### src/rtl/board_pkg.sv
`default_nettype none
// ============================================================================
//  Module   : board_pkg
//  Brief    : Shared types and constants for the board reset/timebase block.
//  Revision : 1.0 - initial release
// ============================================================================
package board_pkg;

    typedef enum logic [1:0] {
        HOLD  = 2'd0,
        RUN   = 2'd1,
        PRESS = 2'd2
    } rst_state_t;

    localparam logic [1:0] CAUSE_POR = 2'b01;
    localparam logic [1:0] CAUSE_BTN = 2'b10;

    // Bits needed to hold 0..max_val, never less than one.
    function automatic int cnt_width(input int max_val);
        return (max_val < 1) ? 1 : $clog2(max_val + 1);
    endfunction

endpackage
`default_nettype wire

### src/rtl/tick_divider.sv
`default_nettype none
// ============================================================================
//  Module   : tick_divider
//  Brief    : Free-running divider producing a 1-cycle tick and a square wave.
//  Revision : 1.0 - initial release
// ============================================================================
module tick_divider
    import board_pkg::*;
#(
    parameter int TICK_DIV = 60000
) (
    input  logic clk,
    input  logic rst_n,
    output logic tick_o,
    output logic tick_sq_o
);

    localparam int               CNT_W    = cnt_width(TICK_DIV - 1);
    localparam logic [CNT_W-1:0] CNT_LAST = CNT_W'(TICK_DIV - 1);

    logic [CNT_W-1:0] cnt_q;
    logic [CNT_W-1:0] cnt_d;
    logic             tick_q;
    logic             tick_d;
    logic             tick_sq_q;
    logic             tick_sq_d;

    generate
        if (TICK_DIV < 2) begin : g_bad_tick_div
            $error("tick_divider: TICK_DIV must be >= 2");
        end
    endgenerate

    always_comb begin
        cnt_d     = (cnt_q == CNT_LAST) ? '0 : cnt_q + CNT_W'(1);
        tick_d    = (cnt_q == CNT_LAST);
        tick_sq_d = tick_sq_q ^ tick_q;
    end

    always_ff @(posedge clk or negedge rst_n) begin
        if (!rst_n) begin
            cnt_q     <= '0;
            tick_q    <= 1'b0;
            tick_sq_q <= 1'b0;
        end else begin
            cnt_q     <= cnt_d;
            tick_q    <= tick_d;
            tick_sq_q <= tick_sq_d;
        end
    end

    assign tick_o    = tick_q;
    assign tick_sq_o = tick_sq_q;

endmodule
`default_nettype wire

### src/rtl/board_reset_tick_gen.sv
`default_nettype none
// ============================================================================
//  Module   : board_reset_tick_gen
//  Brief    : Board timebase plus reset sequencer with debounced button combo.
//  Revision : 1.0 - initial release
// ============================================================================
module board_reset_tick_gen
    import board_pkg::*;
#(
    parameter int               TICK_DIV       = 60000,
    parameter int               HOLD_TICKS     = 4,
    parameter int               DEBOUNCE_TICKS = 2,
    parameter int               BTN_W          = 21,
    parameter logic [BTN_W-1:0] COMBO_MASK     = BTN_W'('h10009)
) (
    input  logic             clk,
    input  logic             nrst,
    input  logic [BTN_W-1:0] btn,
    output logic             tick,
    output logic             tick_sq,
    output logic             sys_rst_n,
    output logic [1:0]       rst_cause
);

    localparam int               HOLD_W    = cnt_width(HOLD_TICKS - 1);
    localparam int               DEB_W     = cnt_width(DEBOUNCE_TICKS);
    localparam logic [HOLD_W-1:0] HOLD_LAST = HOLD_W'(HOLD_TICKS - 1);
    localparam logic [DEB_W-1:0]  DEB_MAX   = DEB_W'(DEBOUNCE_TICKS);
    localparam logic             MASK_EN   = (COMBO_MASK != '0);

    generate
        if (HOLD_TICKS < 1) begin : g_bad_hold
            $error("board_reset_tick_gen: HOLD_TICKS must be >= 1");
        end
        if (DEBOUNCE_TICKS < 1) begin : g_bad_debounce
            $error("board_reset_tick_gen: DEBOUNCE_TICKS must be >= 1");
        end
        if (BTN_W < 1) begin : g_bad_btn_w
            $error("board_reset_tick_gen: BTN_W must be >= 1");
        end
    endgenerate

    logic              w_tick;
    logic              w_tick_sq;
    logic              w_combo;
    logic              w_pressed;

    logic [BTN_W-1:0]  btn_meta_q;
    logic [BTN_W-1:0]  btn_sync_q;
    rst_state_t        state_q;
    rst_state_t        state_d;
    logic [HOLD_W-1:0] hold_cnt_q;
    logic [HOLD_W-1:0] hold_cnt_d;
    logic [DEB_W-1:0]  deb_cnt_q;
    logic [DEB_W-1:0]  deb_cnt_d;
    logic [1:0]        cause_q;
    logic [1:0]        cause_d;
    logic              sys_rst_n_q;

    tick_divider #(
        .TICK_DIV (TICK_DIV)
    ) u_tick_divider (
        .clk       (clk),
        .rst_n     (nrst),
        .tick_o    (w_tick),
        .tick_sq_o (w_tick_sq)
    );

    // Buttons outside the mask are forced high so only masked ones matter.
    assign w_combo = MASK_EN & (&(btn_sync_q | ~COMBO_MASK));

    always_comb begin
        state_d    = state_q;
        hold_cnt_d = hold_cnt_q;
        deb_cnt_d  = deb_cnt_q;
        cause_d    = cause_q;
        w_pressed  = 1'b0;

        if (w_tick) begin
            if (!w_combo) begin
                deb_cnt_d = '0;
            end else if (deb_cnt_q != DEB_MAX) begin
                deb_cnt_d = deb_cnt_q + DEB_W'(1);
            end
            // The sample taken on this tick already counts towards pressed.
            w_pressed = (deb_cnt_d == DEB_MAX);

            unique case (state_q)
                HOLD: begin
                    if (w_pressed) begin
                        state_d    = PRESS;
                        hold_cnt_d = '0;
                    end else if (hold_cnt_q == HOLD_LAST) begin
                        state_d    = RUN;
                        hold_cnt_d = '0;
                    end else begin
                        hold_cnt_d = hold_cnt_q + HOLD_W'(1);
                    end
                end
                RUN: begin
                    if (w_pressed) begin
                        state_d = PRESS;
                        cause_d = CAUSE_BTN;
                    end
                end
                PRESS: begin
                    hold_cnt_d = '0;
                    if (!w_combo) begin
                        state_d = HOLD;
                    end
                end
                default: begin
                    state_d    = HOLD;
                    hold_cnt_d = '0;
                end
            endcase
        end
    end

    always_ff @(posedge clk or negedge nrst) begin
        if (!nrst) begin
            btn_meta_q  <= '0;
            btn_sync_q  <= '0;
            state_q     <= HOLD;
            hold_cnt_q  <= '0;
            deb_cnt_q   <= '0;
            cause_q     <= CAUSE_POR;
            sys_rst_n_q <= 1'b0;
        end else begin
            btn_meta_q  <= btn;
            btn_sync_q  <= btn_meta_q;
            state_q     <= state_d;
            hold_cnt_q  <= hold_cnt_d;
            deb_cnt_q   <= deb_cnt_d;
            cause_q     <= cause_d;
            sys_rst_n_q <= (state_d == RUN);
        end
    end

    assign tick      = w_tick;
    assign tick_sq   = w_tick_sq;
    assign sys_rst_n = sys_rst_n_q;
    assign rst_cause = cause_q;

endmodule
`default_nettype wire

### config.mk
export PLATFORM = sky130hd
export DESIGN_NAME = board_reset_tick_gen
export DESIGN_NICKNAME = d
export VERILOG_FILES = /design/src/rtl/board_pkg.sv /design/src/rtl/tick_divider.sv /design/src/rtl/board_reset_tick_gen.sv
export SDC_FILE = /design/constraint.sdc
export NUM_CORES = 1
export LEC_CHECK = 0
export ABC_AREA = 1
export BUFFER_PORTS_ARGS = -buffer_cell sky130_fd_sc_hd__buf_4
export CAP_MARGIN = 20
export CORE_ASPECT_RATIO = 1.75
export CORE_UTILIZATION = 58
export DETAILED_ROUTE_END_ITERATION = 6
export GPL_TIMING_DRIVEN = 0
export PLACE_DENSITY = 0.83
export SYNTH_ARGS = -nofsm -noshare
export SYNTH_HDL_FRONTEND = slang
export SYNTH_SLANG_ARGS = --single-unit
### constraint.sdc
create_clock -name clk -period 3.1 [get_ports clk]
set_clock_uncertainty 0.15 [all_clocks]
set_input_delay 0.93 -clock clk [delete_from_list [all_inputs] [get_ports clk]]
set_output_delay 0.93 -clock clk [all_outputs]
set_load 0.005 [all_outputs]
== Yosys cells after proc, flatten, opt, wreduce, memory -nomap -nowiden ==
Index checks and enable logic that the tools add are counted.
Word-level totals
  flip-flop bits (word level): 61
  input bits: 23
  output and inout bits: 5
  logic and storage cells: 39
Operators by class
  add/subtract/negate cells: 3
  eq/ne operators: 7
  multiplexer cells: 13
  bitwise operators: 2
  reductions and logical operators: 4
Operator list (number)
  $mux W2: 10
  $add A16 B1 Y16 const B: 1
  $eq A16 B16 Y1 const B: 1
  $mux W16: 1
  $eq A2 B2 Y1 const B: 3
  $pmux W2 S3: 1
  $reduce_and A3 Y1: 2
  $add A2 B1 Y2 const B: 2
  $eq A2 B1 Y1 const B: 2
  $pmux W2 S2: 1
  $logic_not A2 Y1: 1
  $ne A2 B2 Y1 const B: 1
  $reduce_and A2 Y1: 1
  $not A1 Y1: 1
  $xor A1 B1 Y1: 1

== Depth between registers and ports, before layout ==
  depth after elaboration: 9
  gate-level depth with buffers: 8
  gate-level depth less buffers: 8

== Hierarchy ==
A second synthesis with hierarchy kept.
Second synthesis, totals
  cell total of the unflattened synthesis: 197
  area, all modules: 1605.3 um2
Modules (own cells, without submodules)
  tick_divider: instances 1, cells an instance 135, area an instance 999.7 um2, sequential area each 450.4 um2
  board_reset_tick_gen: instances 1, cells an instance 62, area an instance 605.6 um2, sequential area each 376.6 um2

== Worst setup path after synthesis ==
OpenSTA, ideal clock, no wires.
  kind: reg2out
  start: register cause_q[0] (netlist: rst_cause[0])
  end: output port rst_cause[0]
  arrival: 510 ps
  required time: 2020 ps
  setup slack: 1510 ps
  stages on the path, launching flop included: 1
  buffers on the path: 0
  cells stage by stage: dfstp_2
RTL lines
  start, declared: line board_reset_tick_gen.sv:56  | logic [1:0] cause_q;
  start signal, assigned: line board_reset_tick_gen.sv:135  | cause_q <= cause_d;
  end, declared: line board_reset_tick_gen.sv:22  | output logic [1:0] rst_cause
No word-level cell between the ends.

== Final worst setup path ==
  start: register cause_q[0] (netlist: rst_cause[0])
  end: output port rst_cause[0]
No word-level cell between the ends.

==> out/results.ini <==
[critical_path]
path_buf_inv=1
cp_slowest_cell=dfstp_2
setup.worst_path.start_class=register
critical_path_depth=1
cp_top_family=flip-flops
critPathMaxFanout=2
setup.worst_path.start=rst_cause[0]
timing.rr.end=u_tick_divider.cnt_q[9]
ff2ff_path_depth=6
crit_required_ns=2.02
crit_type=reg -> out
r2r-start=u_tick_divider.cnt_q[0]
critPathCapture=rst_cause[0]
cp-end-kind=output pin
r2r_slack_ns=1.47
path_cells=buf_4
cp.arrival_ns=0.91
slowest_delay_ns=0.53

[logic_synthesis]
syn_nets=204
syn_inst=178
yosysWarnings=0
syn_avg_cell_area_sq_um=8.611
synth-seq-cells=33
netlist_area_sq_um=1533
ys_types=24
ys_seq_area_share_pct=53.96

[route]
dr.pass1.iters=4
viasPerCell=5.466
drt-met1-wl_mm=1.042
vias=1208
routed_wl_mm=3.053
wire_per_inst_um=13.81
drc=0
top_layer=met4
wl_met2_mm=1.767
wl_met3_um=101
ant_nets=0
drtIter0Drc=32

[cts]
clockBufferDepth=2
cts_max_level=2
post_cts_buffers=0
cts.sinks=33
clock_latency_ns=0.29
cts-hold-fix-buffers=0
numCtsBuffers=5
cts-root-buf=clkbuf_8
path_clk_slew_ns=0.07
post_cts_resized=0
cts_tree=built

[pwr]
vdd_drop_max_v=0.0004710
p_sw_share_pct=20.46
power.switching_mw=0.1744
clockPowerShare_pct=47.5
p_comb_share_pct=1.4
seq_power_share_pct=51.1
p_leak_nw=0.8694
powerDensity_nw_per_um2=487.7
p_int_mw=0.6781

[placement]
place_congestion=0.8797
numPortBuffers=9
dp_hpwl_mm=2.260
dp.cells=213
place_area_sq_um=1633

[sta]
finalMaxSlewViolations=0
fmax_mhz=502.4
hold_viol=0
timing.slew.headroom_pct=73.25
rsz0062_at_grt=false
hold_slack_ns=0.1994
worstMarginPinSlew_ns=0.4013
finalCritPeriodShare_pct=64.21
finalWorstPathRequiredPeriod_ns=1.991
finalSetupViolations=0
tns_ns=0

[cells_and_area]
final_layout_size_suffix_gt1_share_pct=14.87
diodes=0
finalNetCount=220
area_growth_pct=14.04
fillCellCount=205
layout_common_cells=39 x nand2_1, 32 x dfrtp_1, 28 x nor2_1
postLayoutCellArea_sq_um=1748
final_common_cell=nand2_1
fin_util_pct=70.13
finalNonFillerCells=221

[die]
die_area_sq_um=2860
start_util_pct=61.50
rows=24
boundaryPins=28
die_w_um=40.86
die_h_um=70.01
core_sq_um=2492

[grt]
grt_antenna_before_repair=0
track_usage_pct=26.30
grt_pass1_vias=1260
grt_max_degree=34
grt_pass1_wl_mm=4.940
grt_overflow=0

[outcome]
status=finished, final reports clean

[worst_hold_path]
hold_path_class=reg -> reg
whs_path_depth=0

[flow_run]
maxCapViolations=0

-- power by group through the flow --
stage	logic, mW	registers (mW)	clock network, mW
floorplan	0.000514	0.443	0
global placement	0.0122	0.443	0
detailed placement	0.0127	0.444	0
CTS	0.0126	0.435	0.415
global route	0.0144	0.436	0.440
finish	0.0121	0.435	0.405
-- routing by layer --
metal | track usage, % | up-vias
met4 | 19.26 | 0
met5 | 0 | -
met2 | 43.06 | 35
met1 | 24.29 | 570
li1 | - | 590
met3 | 7.937 | 13
-- metrics by stage --
step	worst slack, ns	power [mW]
final	1.109	0.8525
after global placement	1.416	0.4555
after floorplan	1.510	0.4439
after detailed placement	1.414	0.4562
after CTS	1.100	0.8629
after global routing	1.083	0.8901
-- layout make-up --
class	count	area, sq um	share of cell area, %
flip-flops and latches	33	827.0	47.32
multi-input cells	119	606.8	34.72
inverters	25	93.84	5.369
clock buffers	5	68.82	3.937
repair buffers	9	67.56	3.865
clock inverters	3	46.29	2.649
well taps	26	32.53	1.861
plain buffers	1	5.005	0.2863
-- registers in the layout (all words and copies together), names as in the netlist --
signal / flops
u_tick_divider.cnt_q: 16
btn_meta_q: 3
btn_sync_q: 3
deb_cnt_q: 2
hold_cnt_q: 2
rst_cause: 2
state_q: 2
sys_rst_n: 1
u_tick_divider.tick_o: 1
u_tick_divider.tick_sq_o: 1
-- cells in the mapped netlist --
cell	number	share of area (%)
nand3_1	11	3.6
o22ai_1	1	0.41
nor2_2	3	1.2
nand4_2	1	0.82
nand2_1	39	9.6
o21ai_0	4	1.3
ha_1	3	2.4
o21bai_1	1	0.49
a21oi_1	3	0.98
nor2_4	2	1.5
a21boi_0	1	0.49
dfstp_2	1	1.7
nor2_1	28	6.9
xnor2_1	3	1.7
inv_2	1	0.24
nand4_1	6	2.4
xor2_1	5	2.9
nor4_1	1	0.41
inv_1	24	5.9
nand2_2	3	1.2
nor3_1	2	0.65
buf_2	1	0.33
o21ai_1	2	0.65
dfrtp_1	32	52
-- worst min-delay path by stage --
stage	start	to	slack, ns
floorplan	btn_meta_q[0]	btn_sync_q[0]	0.18
global placement	btn_meta_q[0]	btn_sync_q[0]	0.18
detailed placement	btn_meta_q[3]	btn_sync_q[3]	0.19
CTS	btn_meta_q[3]	btn_sync_q[3]	0.20
global route	btn_meta_q[3]	btn_sync_q[3]	0.21
finish	btn_meta_q[3]	btn_sync_q[3]	0.20
-- cell families (layout without fill, tap and decap cells) --
group	Yosys count	in the layout	synth area share, %
AND/OR/NAND/NOR	96	96	28.25
flip-flops	33	33	53.96
buffers and inverters	26	43	6.449
AO/OA/AOI/OAI	12	12	4.327
XOR/XNOR	8	8	4.572
adder cells (fa/ha/maj)	3	3	2.449
No activity file was read; power rests on OpenSTA's default activity.
